<file path="src/rtl/duty_slew_ctrl.sv">
// duty_slew_ctrl: accepts a target duty level over valid/ready and slews the
// registered duty reference one LSB at a time toward it, stepping only on PWM
// counter wraps so the downstream comparator never sees a mid-period change.
// tgt_rate sets how many wraps pass between steps (rate+1 wraps per step).
module duty_slew_ctrl #(
   parameter int WIDTH  = 6,
   parameter int RATE_W = 8
) (
   input  logic              clk,
   input  logic              rst,
   input  logic              pwm_wrap,
   input  logic              tgt_valid,
   output logic              tgt_ready,
   input  logic [WIDTH-1:0]  tgt_level,
   input  logic [RATE_W-1:0] tgt_rate,
   output logic [WIDTH-1:0]  duty,
   output logic              busy,
   output logic              done
);

   typedef enum logic {
      IDLE = 1'b0,
      SLEW = 1'b1
   } state_t;

   state_t            state;
   logic [WIDTH-1:0]  tgt_q;
   logic [RATE_W-1:0] rate_q;
   logic [RATE_W-1:0] div_cnt;
   logic [WIDTH-1:0]  step_duty;
   logic              accept;

   // A new target is only taken while idle; requests during a slew are dropped.
   assign tgt_ready = !busy;
   assign accept    = tgt_valid && tgt_ready;

   // Candidate duty one LSB closer to the target; never overshoots.
   always_comb begin
      // NOTE: default assignment first so every path drives step_duty and no latch is inferred.
      step_duty = duty;
      if (tgt_q > duty) begin
         step_duty = duty + 1'b1;
      end else if (tgt_q < duty) begin
         step_duty = duty - 1'b1;
      end
   end

   // Handshake, wrap divider, duty stepping and completion pulse.
   always_ff @(posedge clk or posedge rst) begin
      if (rst) begin
         state   <= IDLE;
         duty    <= '0;
         busy    <= 1'b0;
         done    <= 1'b0;
         tgt_q   <= '0;
         rate_q  <= '0;
         div_cnt <= '0;
      end else begin
         // NOTE: non-blocking assignments so every register updates from pre-edge values.
         done <= 1'b0;
         case (state)
            IDLE: begin
               // Accept wins over a coincident wrap; that wrap is not counted.
               if (accept) begin
                  tgt_q   <= tgt_level;
                  rate_q  <= tgt_rate;
                  div_cnt <= '0;
                  if (tgt_level == duty) begin
                     done <= 1'b1;
                  end else begin
                     state <= SLEW;
                     busy  <= 1'b1;
                  end
               end
            end
            SLEW: begin
               if (pwm_wrap) begin
                  // Equality test before increment keeps div_cnt from overflowing.
                  if (div_cnt == rate_q) begin
                     div_cnt <= '0;
                     duty    <= step_duty;
                     if (step_duty == tgt_q) begin
                        state <= IDLE;
                        busy  <= 1'b0;
                        done  <= 1'b1;
                     end
                  end else begin
                     div_cnt <= div_cnt + 1'b1;
                  end
               end
            end
            default: begin
               state <= IDLE;
               busy  <= 1'b0;
            end
         endcase
      end
   end

endmodule

</file>
<file path="config.mk">
export PLATFORM = sky130hd
export DESIGN_NAME = duty_slew_ctrl
export DESIGN_NICKNAME = d
export VERILOG_FILES = /design/src/rtl/duty_slew_ctrl.sv
export SDC_FILE = /design/constraint.sdc
export NUM_CORES = 1
export LEC_CHECK = 0
export CORE_MARGIN = 4
export CORE_UTILIZATION = 52
export DETAILED_ROUTE_END_ITERATION = 8
export GPL_ROUTABILITY_DRIVEN = 1
export PLACE_DENSITY = 0.75
export SLEW_MARGIN = 20
export SYNTH_ARGS = -nofsm -noshare
export SYNTH_HDL_FRONTEND = slang
export SYNTH_SLANG_ARGS = --single-unit
</file>
<file path="constraint.sdc">
create_clock -name clk -period 6.8 [get_ports clk]
set_input_delay 1.36 -clock clk [delete_from_list [all_inputs] [get_ports clk]]
set_output_delay 1.36 -clock clk [all_outputs]
set_load 0.005 [all_outputs]
</file>
==> flow_results.org <==
** Status
- The run finished with clean final reports.

** Yosys
- sky130_fd_sc_hd__dfrtp_1 takes more of the synthesized area than any other cell.
- In the synthesized netlist the async set-or-reset flop fraction comes to 100%.
- In the post-synthesis netlist, the biggest area contributors are sky130_fd_sc_hd__dfrtp_1 (36%), sky130_fd_sc_hd__xnor2_1 (9.3%), sky130_fd_sc_hd__mux2_1 (6.3%).
- The synthesized design contains 31 register bits.
- The netlist uses 53 different library cells.
- Syn_area_per_cell :: between 9 and 10 µm²
- Number of enable flip-flop cells after synthesis :: 0
- Instance count of the mapped netlist :: 230
- In this run the biggest area consumer among cell types represents approximately 36% of the synthesized area.
- For this run, the number of Yosys warnings is 0.
- For this run, the leading register cell type out of synthesis is sky130_fd_sc_hd__dfrtp_1.
- Synthesized area :: 2160 µm²
- Sequential elements use around 36% of the synthesized area.
- Counting every net in the synthesized netlist gives 257.

** Route
- Average vias per placed instance :: 5.91
- Detailed-route wire length :: 4910 µm
- Total number of vias :: 1,796
- Iter 0 DRT Violations :: 145
- DRT Pass-1 Iters :: 4
- DRC violation count after routing :: 0
- Once detail routing completed, the nets flagged for antenna violations numbered 0.
- In the final routed layout, each cell accounts on average for approximately 16 µm.

** Setup path
- Count of cells along the worst register-to-register path :: 8
- STA puts the critical path data required time at about 7000 ps.
- The setup path with the least slack is of type in -> reg.
- Critical Path Max Stage Delay :: 760 ps
- Max Fanout on Critical Path :: 9
- STA classifies the critical path startpoint as an input pin.
- End point of the critical path :: duty[1]
- Setup slack of the worst register-to-register path :: 3670 ps
- Walking the worst path, the cells encountered are clkdlybuf4s50_1 -> nand2_1 -> nor3_1 -> nand2_1 -> a211oi_1 -> a221oi_1.
- Cell occurring most often along the worst timing path :: sky130_fd_sc_hd__nand2_1
- The slowest stage of the critical path belongs to the cell sky130_fd_sc_hd__nor3_1.
- The endpoint identified for the worst register-to-register timing path is done.
- Critical Path AT :: 3300 ps
- Endpoint kind of the worst setup timing path :: flip-flop
- Reg-to-Reg Start :: duty[3]
- Tracing the worst setup path back leads to its startpoint at pwm_wrap.

** Cells and area
- In the layout the commonest cells are sky130_fd_sc_hd__dfrtp_1 (31), sky130_fd_sc_hd__clkdlybuf4s50_1 (26), sky130_fd_sc_hd__xnor2_1 (23).
- FILL cells :: 356
- Most common cell after layout, fill and taps aside :: sky130_fd_sc_hd__dfrtp_1
- Cells with a size suffix above 1 make up between 5 and 6% of the layout.
- Antenna Cells :: 0
- Summing all non-filler instances in the final layout gives an area of 2530 µm².
- Final #Nets :: between 200 and 300
- Once layout is complete, the utilization of the core stands at a little over three fifths.
- From synthesis to final layout, the design area changed by 17.3%.

** STA
- The final hold violation count is 0.
- Actual transition at the worst max-transition pin :: slightly below 1000 ps
- The worst pin sits at a relative slew slack of 35.4%.
- Setup violations remaining at the end of the flow were counted as 0.
- Min Clock Period, post-route :: between 3000 and 4000 ps
- Aggregate negative setup slack :: 0 ps
- The final critical path takes up 46.3% of the cycle.
- RSZ-0062 raised after global routing :: false
- Max Slew Vio Count :: 0
- Between clock sinks in the finished design, the worst skew comes to 8.00 ps.
- Fmax :: ~0.32 GHz
- The tightest hold path in the finished design has a slack of approximately 500 ps.

** Power and ir drop
- After layout, the design draws a total of 969 µW.
- In this run the static leakage power is 0.00101 µW.
- IR analysis of the VDD net gives a maximum drop of 253 µV.
- For this design the ratio of total power to cell area is 383 nW/µm².

** Global route
- Entering global routing, the biggest net connects 32 pins.
- Number of global-route vias before repair :: 1,740
- The first global-routing pass estimated 8310 µm of wire.
- After global routing the overflow that remains totals 0.
- Antenna violations before repair :: 0
- Global routing used about a fifth of the available tracks.

** Floorplan
- The die is 72.4 µm wide.
- In this run the core area contains 23 standard-cell rows.
- The die covers 5240 µm².
- For this design the top-level I/O count stands at 27.
- For this configuration, the core starts out at a cell density of 53.9%.
- The region available for standard cell placement spans 4000 µm².
- The die is slightly above 70 µm tall.

** Run
- Max-cap violations in this run came to 0.

** CTS
- The number of gates resized after CTS was 0.
- Clock tree synthesis inserted a total of 5 buffers.
- Clk_lat worst skew :: roughly 280 ps
- The number of hold buffers added after CTS was 0.
- Buffer type at the clock tree root :: sky130_fd_sc_hd__clkbuf_8
- TritonCTS sink count :: 31
- Maximum clock path buffer count :: 2
- TritonCTS built the clock tree.
- Post-CTS setup buffer count :: 0
- The clock tree synthesis step divided the H-tree into 2 levels.
- Clock-pin slew of the registers on the worst-case setup and hold paths :: 60 ps

** Placement
- Buffers on Ports :: 26
- At the end of routability-driven placement, the weighted congestion stood at 0.917.
- Placed cell areas :: ~2400 µm²
- Post-DP HPWL :: approximately 3700 µm

** Min path
- HP Class :: reg -> reg
-- report_power, final --
part | internal, µW | switching, µW
registers | 251 | 91.0
logic | 223 | 259
clock network | 79.2 | 65.6
total | 553 | 416
-- layer usage --
metal  global-route usage [%]  vias to the layer above  wire length [µm]
met2                     30.6                       63              2190
met4                     7.79                        0                63
li1                         -                      889                 -
met3                     4.29                        6               341
met5                        0                        -                 0
met1                     29.5                      838              2310
-- through the flow --
step,setup slack [ps],instances
3_5_place_dp,3390,297
6_report,3650,304
4_1_cts,3670,304
2_1_floorplan,4100,230
5_1_grt,3470,304
3_3_place_gp,3370,297
-- how the worst min path moves through the flow --
stage	start	to	slack [ps]	cells past startpoint
after CTS	rate_q[3]	rate_q[3]	520	1
final	rate_q[3]	rate_q[3]	510	1
after global routing	rate_q[3]	rate_q[3]	520	1
after global placement	rate_q[1]	rate_q[1]	490	1
after detailed placement	rate_q[3]	rate_q[3]	500	1
after floorplan	rate_q[0]	rate_q[0]	480	1
-- worst max-delay path, delay by kind of cell --
kind / cells / cell delay (ps)
compound gates: 2 / 370
simple gates: 3 / 1020
buf+inv: 1 / 550
-- flip-flops by register name, indices dropped and copies added (netlist names) --
signal   count
busy         1
state        1
tgt_q        6
div_cnt      8
rate_q       8
done         1
duty         6
-- kinds of logic (layout without fill, tap and decap cells) --
group	count (synthesis)	count (layout)	share of synthesized area [%]
compound gates	50	50	16.4
xor+xnor	35	35	14.2
fa+ha+maj	9	9	5.22
buf+inv	21	45	4.35
flops	31	31	36.0
mux	13	13	6.73
simple gates	71	71	17.2
-- cell usage after synthesis (3+ instances only) --
cell type	number
sky130_fd_sc_hd__or3_1	3
sky130_fd_sc_hd__dfrtp_1	31
sky130_fd_sc_hd__a31oi_1	4
sky130_fd_sc_hd__o21ai_1	5
sky130_fd_sc_hd__xor2_1	12
sky130_fd_sc_hd__nand4_1	6
sky130_fd_sc_hd__xnor2_1	23
sky130_fd_sc_hd__mux2_1	12
sky130_fd_sc_hd__inv_1	9
sky130_fd_sc_hd__nand2_1	17
sky130_fd_sc_hd__nand3_1	5
sky130_fd_sc_hd__o21ai_0	5
sky130_fd_sc_hd__a21oi_1	7
sky130_fd_sc_hd__nor2_1	14
sky130_fd_sc_hd__nor3_1	10
sky130_fd_sc_hd__ha_1	9
sky130_fd_sc_hd__and4_1	3
sky130_fd_sc_hd__a211oi_1	5
sky130_fd_sc_hd__clkbuf_1	6
-- cell type report --
type / instances / area, µm² / share of cell area [%]
Inverter: 10 / 37.5 / 1.48
Clock inverter: 1 / 5.00 / 0.198
Clock buffer: 6 / 82.6 / 3.26
Sequential cell: 31 / 776 / 30.6
Multi-Input combinational cell: 178 / 1290 / 51.1
Timing Repair Buffer: 28 / 275 / 10.9
Tap cell: 50 / 62.6 / 2.47
Note: power is estimated with default switching activity, not from simulation.
